===== config.mk =====
export PLATFORM = sky130hd
export DESIGN_NAME = raster_irq_gen
export DESIGN_NICKNAME = d
export VERILOG_FILES = /design/src/rtl/raster_irq_pkg.sv /design/src/rtl/raster_irq_gen_sync_edge.sv /design/src/rtl/raster_irq_gen.sv
export SDC_FILE = /design/constraint.sdc
export NUM_CORES = 1
export LEC_CHECK = 0
export CORE_UTILIZATION = 45
export CTS_CLUSTER_DIAMETER = 40
export DETAILED_ROUTE_END_ITERATION = 7
export HOLD_SLACK_MARGIN = 0.12
export PLACE_DENSITY = 0.72
export SLEW_MARGIN = 10
export SYNTH_ARGS = -nofsm -noshare
export SYNTH_HDL_FRONTEND = slang
export SYNTH_HIERARCHICAL = 1
export SYNTH_SLANG_ARGS = --single-unit

===== constraint.sdc =====
create_clock -name CLK_n -period 6.4 [get_ports CLK_n]
set_input_delay 1.92 -clock CLK_n [delete_from_list [all_inputs] [get_ports CLK_n]]
set_output_delay 1.92 -clock CLK_n [all_outputs]
set_load 0.05 [all_outputs]

===== src/rtl/raster_irq_pkg.sv =====
// raster_irq_pkg: shared defaults, INT_SRC bit positions and a sizing helper for raster_irq_gen.
package raster_irq_pkg;
    localparam int DEF_CNT_W     = 6;
    localparam int DEF_LINE_DIV  = 52;
    localparam int DEF_VS_LINES  = 2;
    localparam int DEF_VS_THRESH = 32;
    localparam int DEF_LINE_W    = 8;
    localparam bit DEF_PRI_EXCL  = 1'b1;
    localparam int SRC_PER = 0;
    localparam int SRC_RAS = 1;
    // Countdown register width able to hold the VSYNC line delay.
    function automatic int cd_width(input int n);
        return (n < 2) ? 1 : $clog2(n + 1);
    endfunction
endpackage


===== src/rtl/raster_irq_gen_sync_edge.sv =====
// sync_edge: two-flop synchroniser followed by a registered single-cycle edge pulse.
module sync_edge #(
    parameter bit FALL = 1'b0
) (
    input  logic clk,
    input  logic rst,
    input  logic din,
    output logic pulse
);
    // sr[1:0] is the synchroniser, sr[2] holds the previous synchronised level.
    logic [2:0] sr;
    always_ff @(posedge clk or posedge rst) begin
        if (rst) begin
            sr    <= '0;
            pulse <= 1'b0;
        end else begin
            sr    <= {sr[1:0], din};
            pulse <= FALL ? (sr[2] & ~sr[1]) : (~sr[2] & sr[1]);
        end
    end
endmodule


===== src/rtl/raster_irq_gen.sv =====
// raster_irq_gen: periodic and programmable-raster-line interrupt generator driven by CRTC sync pulses.
module raster_irq_gen
    import raster_irq_pkg::*;
#(
    parameter int CNT_W     = DEF_CNT_W,
    parameter int LINE_DIV  = DEF_LINE_DIV,
    parameter int VS_LINES  = DEF_VS_LINES,
    parameter int VS_THRESH = DEF_VS_THRESH,
    parameter int LINE_W    = DEF_LINE_W,
    parameter bit PRI_EXCL  = DEF_PRI_EXCL
) (
    input  logic              CLK_n,
    input  logic              RESET,
    input  logic              HSYNC,
    input  logic              VSYNC,
    input  logic              IRQ_ACK,
    input  logic              IRQ_RESET,
    input  logic [LINE_W-1:0] PRI_LINE,
    output logic              INT_n,
    output logic [1:0]        INT_SRC,
    output logic [LINE_W-1:0] LINE_CNT,
    output logic              MODE_SYNC
);
    localparam int CD_W = cd_width(VS_LINES);
    localparam logic [CNT_W-1:0] DIV_TOP  = CNT_W'(LINE_DIV - 1);
    localparam logic [CNT_W-1:0] THRESH   = CNT_W'(VS_THRESH);
    localparam logic [CNT_W-1:0] MSB_KEEP = {1'b0, {(CNT_W - 1){1'b1}}};
    localparam logic [CD_W-1:0]  CD_LOAD  = CD_W'(VS_LINES);

    logic              tick, v_rise;
    logic [CNT_W-1:0]  cnt, cnt_tk, cnt_nx;
    logic [CD_W-1:0]   cd, cd_nx;
    logic [LINE_W-1:0] line_nx;
    logic [1:0]        pend, pend_nx;
    logic              supp, expire, wrap, line_inc, ack_ras, ack_per;

    sync_edge #(.FALL(1'b1)) u_hs (.clk(CLK_n), .rst(RESET), .din(HSYNC), .pulse(tick));
    sync_edge #(.FALL(1'b0)) u_vs (.clk(CLK_n), .rst(RESET), .din(VSYNC), .pulse(v_rise));

    // A VSYNC rise in the same cycle as a tick restarts the countdown, so that tick is not counted.
    always_comb begin
        supp     = PRI_EXCL && (PRI_LINE != '0);
        expire   = tick && !v_rise && (cd == CD_W'(1));
        wrap     = tick && !expire && (cnt == DIV_TOP);
        line_inc = tick && !v_rise && (LINE_CNT != '1);
        line_nx  = v_rise ? '0 : line_inc ? LINE_CNT + LINE_W'(1) : LINE_CNT;
        cd_nx    = v_rise ? CD_LOAD : (tick && cd != '0) ? cd - CD_W'(1) : cd;
        ack_ras  = IRQ_ACK && pend[SRC_RAS];
        ack_per  = IRQ_ACK && !pend[SRC_RAS] && pend[SRC_PER];
        cnt_tk   = (expire || wrap) ? '0 : tick ? cnt + CNT_W'(1) : cnt;
        cnt_nx   = IRQ_RESET ? '0 : ack_per ? (cnt_tk & MSB_KEEP) : cnt_tk;
        pend_nx  = '0;
        pend_nx[SRC_PER] = !IRQ_RESET &&
            ((!supp && ((expire && cnt >= THRESH) || wrap)) || (pend[SRC_PER] && !ack_per));
        pend_nx[SRC_RAS] = (line_inc && line_nx == PRI_LINE && PRI_LINE != '0) ||
            (pend[SRC_RAS] && !ack_ras);
    end

    always_ff @(posedge CLK_n or posedge RESET) begin
        if (RESET) begin
            cnt      <= '0;
            cd       <= '0;
            LINE_CNT <= '0;
            pend     <= '0;
            INT_n    <= 1'b1;
        end else begin
            cnt      <= cnt_nx;
            cd       <= cd_nx;
            LINE_CNT <= line_nx;
            pend     <= pend_nx;
            INT_n    <= ~|pend_nx;
        end
    end

    assign INT_SRC   = pend;
    assign MODE_SYNC = tick;
endmodule


## Yosys cells after proc, flatten, opt, wreduce, memory -nomap -nowiden

Cells that the tools add are included.

| operators by class | value |
|---|---|
| reduce and logical (&&, ||, !) cells | 33 |
| $add $sub $neg | 3 |
| order comparisons | 1 |
| bitwise logic cells | 4 |
| eq/ne operators | 4 |
| mux-type cells | 8 |

Operator list:

| kind | count |
|---|---|
| $mux 6 | 4 |
| $logic_and 1x1->1 | 16 |
| $mux 8 | 2 |
| $add 8x1->8 const B | 1 |
| $eq 8x8->1 | 1 |
| $logic_not 1->1 | 8 |
| $ne 8x8->1 const B | 1 |
| $reduce_bool 8->1 | 1 |
| $add 6x1->6 const B | 1 |
| $eq 6x6->1 const B | 1 |
| $ge 6x6->1 const B | 1 |
| $logic_or 1x1->1 | 4 |
| $mux 2 | 2 |
| $reduce_bool 2->1 | 2 |
| $reduce_bool 4->1 | 1 |
| $and 1x1->1 | 2 |
| $eq 2x1->1 const B | 1 |
| $not 1->1 | 2 |
| $reduce_or 2->1 | 1 |
| $sub 2x1->2 const B | 1 |

| word-level totals | value |
|---|---|
| input bits | 14 |
| word-level logic and storage cells | 63 |
| output and inout bits | 12 |
| register bits after elaboration | 27 |

## Longest topological paths before layout

| logic depth | value |
|---|---|
| depth in word-level cells | 12 |
| depth in mapped cells | 8 |
| gate-level depth less buffers | 7 |

## Cells and area by module

Netlist, hierarchy kept.

By module, submodules not included:

| module | seq. area each (um2) | instances | cells each | area each (um2) |
|---|---|---|---|---|
| raster_irq_gen | 476.7 | 1 | 141 | 1315.0 |
| sync_edge | 100.1 | 2 | 6 | 117.6 |

## Worst setup path before layout

Ideal clock, no wire load.

| path | value |
|---|---|
| kind | input to register |
| start | input port PRI_LINE[1] |
| end | register INT_n |
| slack | 3.257 ns |
| buffers on the path | 0 |
| cell stages on the path | 6 |
| arrival | 3.061 ns |
| data required time | 6.318 ns |
| library setup time | 0.082 ns |
| cell sequence | xor2_1 > a211oi_1 > nand3_1 > a2111oi_4 > o31ai_2 > o31a_1 |

| between the ends | value |
|---|---|
| longest elaborated chain between the ends | 7 |
| elaborated cells between the ends (all ways) | 11 |
| classes of those cells | eq/ne: 1; reduce/logical: 10 |

Ends and longest elaborated chain:

| element | RTL line | source |
|---|---|---|
| start, declared | raster_irq_gen.sv:18 | `input logic [LINE_W-1:0] PRI_LINE,` |
| $reduce_bool 8->1 | raster_irq_gen.sv:42, raster_irq_gen.sv:55 |  |
| $logic_not 1->1 | raster_irq_gen.sv:54 | `((!supp && ((expire && cnt >= THRESH) \|\| wrap)) \|\| (pend[SRC_PER] && !ack_per));` |
| $logic_and 1x1->1 | raster_irq_gen.sv:54 |  |
| $logic_or 1x1->1 | raster_irq_gen.sv:54 |  |
| $logic_and 1x1->1 | raster_irq_gen.sv:53 | `pend_nx[SRC_PER] = !IRQ_RESET &&` |
| $reduce_or 2->1 (*) | raster_irq_gen.sv:71 | `INT_n <= ~\|pend_nx;` |
| $logic_not 1->1 (*) | raster_irq_gen.sv:71 |  |
| end signal, assigned | raster_irq_gen.sv:71 |  |
| end, declared | raster_irq_gen.sv:19 | `output logic INT_n,` |

Mark *: on every way between the ends. The rest lies on a longest branch, timed or not.
A chain may end at the register's enable or synchronous reset.

## Final worst setup path

| path | value |
|---|---|
| start | register u_hs.pulse |
| end | output port MODE_SYNC |

RTL lines:

| element | RTL line | source |
|---|---|---|
| start, declared | raster_irq_gen_sync_edge.sv:8 | `output logic pulse` |
| start signal, assigned | raster_irq_gen_sync_edge.sv:18 | `pulse <= FALL ? (sr[2] & ~sr[1]) : (~sr[2] & sr[1]);` |
| end, declared | raster_irq_gen.sv:22 | `output logic MODE_SYNC` |

No word-level cell between the ends.

==> results_dict.tcl <==
set metrics [dict create \
    slew_headroom_pct 49.9 \
    crit_fanout 18 \
    die-area_um2 3680 \
    gp_congestion 0.929 \
    fin_nets 195 \
    tightestPinTransition_ns 0.751 \
    r2r-start "LINE_CNT[0]$_DFF_PP0_" \
    outcome "finished, final reports clean" \
    ios 26 \
    start_kind "flip-flop" \
    crit_chain "clkdlybuf4s50_1" \
    slew_viol_final 0 \
    synth_top_area_share_pct 42.0 \
    fill_cells 286 \
    fin_crit_sh_pct 61.7 \
    p_leak_nw 0.812 \
    yosys_warnings 6 \
    cp_slowest_cell "clkdlybuf4s50_1" \
    dr.pass1.iters 4 \
    io_buffers 25 \
    diodes 0 \
    pre_cts_slack_ns 2.68 \
    post_drt_wl_per_cell_um 14.9 \
    fin_crit_ns 3.95 \
    ctsResizeCount 0 \
    grt_pass1_wl_um 5350 \
    seqPwrFrac_pct 54.9 \
    r2r_cells 7 \
    critPathBufInv 1 \
    max-cap-violations 0 \
    initial_core_util_pct 49.2 \
    power_mw 0.361 \
    ys_types 46 \
    max_freq_mhz 253 \
    synthArstFlopShare_pct 100 \
    setup_viol 0 \
    track_usage_pct 19.8 \
    yosysSeqAreaShare_pct 43.7 \
    cts.sinks 27 \
    grt_max_degree 20 \
    hpwl_um 2410 \
    rows 20 \
    clockBufferDepth 2 \
    path_clk_slew_ns 0.14 \
    syn_avg_cell_area_um2 10.1 \
    drt_iter0_markers 70 \
    criticalPathCategory "reg2out" \
    hold_ws_ns 0.374 \
    via_per_inst 5.50 \
    timing.final.ws_setup_ns 2.45 \
    grt_overflow 0 \
    design_area_um2 1840 \
    place_area_um2 1810 \
    syn_area_um2 1550 \
    max_stage_delay_ns 0.92 \
    holdBufCountCts 0 \
    die_h_um 60.7 \
    ff2ff_setup_slack_ns 3.95 \
    swShare_pct 32.3 \
    powerDensity_nw_per_um2 196 \
    cp-end-kind "output port" \
    cts_tree "yes" \
    worstPathArrival_ns 2.03 \
    p_comb_share_pct 24.8 \
    required_ns 4.48 \
    clock_power_share_pct 20.4 \
    critical_path_cell_count 1 \
    setup_tns_ns 0 \
    wirelength_um 3270 \
    antenna_left 0 \
    r2r_end "INT_n$_DFF_PP1_" \
    clk_latency_ns 0.32 \
    ys_ff_latch 27 \
    grt_pass1_vias 1149 \
    core_area_um2 3150 \
    path_delay_family "buffers and inverters" \
    cts-buffers-inserted 3 \
    synth_edf_count 0 \
    antenna_found_initial 0 \
    peakVddDrop_mv 0.161 \
    cts_setup_buffers 0 \
    crit_start "u_hs/pulse$_DFF_PP0_" \
    dr_total_vias 1204 \
    synth_common_cells "26 x dfrtp_1, 17 x nor2_1, 12 x inv_1" \
    htreeDepth 1 \
    drc 0 \
    synthToLayoutAreaGrowth_pct 18.6 \
    syn_nets 172 \
    layout-drive-gt1-share_pct 8.57 \
    clock-root-buffer "clkbuf_4" \
    chipWidth_um 60.7 \
    crit_path_end "MODE_SYNC" \
    hp-class "reg2reg" \
    synth_top_area_cell "dfrtp_1" \
    power.switching_mw 0.116 \
    fin_worst_skew_ns 0.00443 \
    p_int_mw 0.244 \
    synth.most_common_cell "dfrtp_1" \
    rsz0062_at_grt "no" \
    hold_viol_final 0 \
    synth_cells 153 \
    synth_ff_type "dfrtp_1" \
    min_from "u_hs/sr[0]$_DFF_PP0_" \
    synth_area_leaders "dfrtp_1 42%, nor2_1 4.1%, ha_1 4.0%" \
]
layer usage:
| metal | wire length (µm) | global-route usage, % |
|---|---|---|
| met5 | 0 | 0 |
| met4 | 15 | 6.82 |
| met3 | 163 | 3.62 |
| met2 | 1550 | 31.9 |
| met1 | 1540 | 27.0 |
worst reg2reg max path, cell delays in order, from the launching register on:
cell and delay [ns]:
dfrtp_1 0.45, ha_1 0.43, nand3_1 0.25, o21ai_1 0.30, xor2_1 0.31, mux2i_1 0.22
nand3_1 0.12, o31a_1 0.31
registers in the layout (all words and copies together), names as in the netlist:
register and flops:
u_vs/pulse 1, u_hs/sr 3, cnt 6, INT_n 1, u_hs/pulse 1, u_vs/sr 3, cd 2, INT_SRC 2
LINE_CNT 8
power by group through the flow:
stage	sequential [mW]	clock, mW	combinational, mW
after floorplan	0.209	0	0.0509
after global placement	0.200	0	0.0856
after detailed placement	0.201	0	0.0892
after CTS	0.198	0.0765	0.0897
after global routing	0.200	0.0832	0.0993
final	0.198	0.0734	0.0893
layout make-up:
| type | count | area, µm² | share of cell area, % |
|---|---|---|---|
| inverters | 12 | 45.0 | 2.45 |
| well taps | 44 | 55.1 | 3.00 |
| multi-input cells | 107 | 783 | 42.6 |
| clock buffers | 3 | 22.5 | 1.23 |
| flip-flops and latches | 27 | 677 | 36.8 |
| repair buffers | 25 | 250 | 13.6 |
| clock inverters | 1 | 5.00 | 0.272 |
kinds of logic after synthesis:
| logic type | synth area share, % |
|---|---|
| compound gates | 15.7 |
| xor+xnor | 5.09 |
| fa+ha+maj | 4.04 |
| buf+inv | 5.81 |
| flops | 43.7 |
| mux | 3.95 |
| simple gates | 21.7 |
layout by cell type, fill, tap and decap left out, types with 2 or more instances in the layout:
master and n:
nor2b_1 2, nand3_1 9, o21ai_0 4, xor2_1 6
nor2_1 17, inv_1 12, nand4_1 3, a211oi_1 2
nor4_1 3, nor2b_4 2, nor3b_1 2, clkdlybuf4s50_1 25
o211ai_1 3, nor3_1 3, mux2i_1 5, a21o_1 2
and3_1 3, clkbuf_4 3, nand2b_1 3, ha_1 5
xnor2_1 3, dfrtp_1 26, nand2_1 5, a211o_1 2
a21oi_1 4, a31oi_1 2
how the worst min path moves through the flow:
| stage | endpoint | depth (start not counted) | slack (ns) |
|---|---|---|---|
| finish | u_hs/sr[1]$_DFF_PP0_ | 0 | 0.37 |
| global route | u_hs/sr[1]$_DFF_PP0_ | 0 | 0.38 |
| CTS | u_vs/sr[1]$_DFF_PP0_ | 0 | 0.37 |
| detailed placement | u_hs/sr[1]$_DFF_PP0_ | 0 | 0.34 |
| global placement | u_vs/sr[1]$_DFF_PP0_ | 0 | 0.34 |
| floorplan | u_hs/sr[1]$_DFF_PP0_ | 0 | 0.33 |
metrics by stage:
stage / utilization [%] / cells
2_1_floorplan: - / 153
3_3_place_gp: 57.4 / 215
3_5_place_dp: 57.4 / 215
4_1_cts: 58.3 / 219
5_1_grt: 58.3 / 219
6_report: 58.3 / 219
No activity file was read; power rests on OpenSTA's default activity.
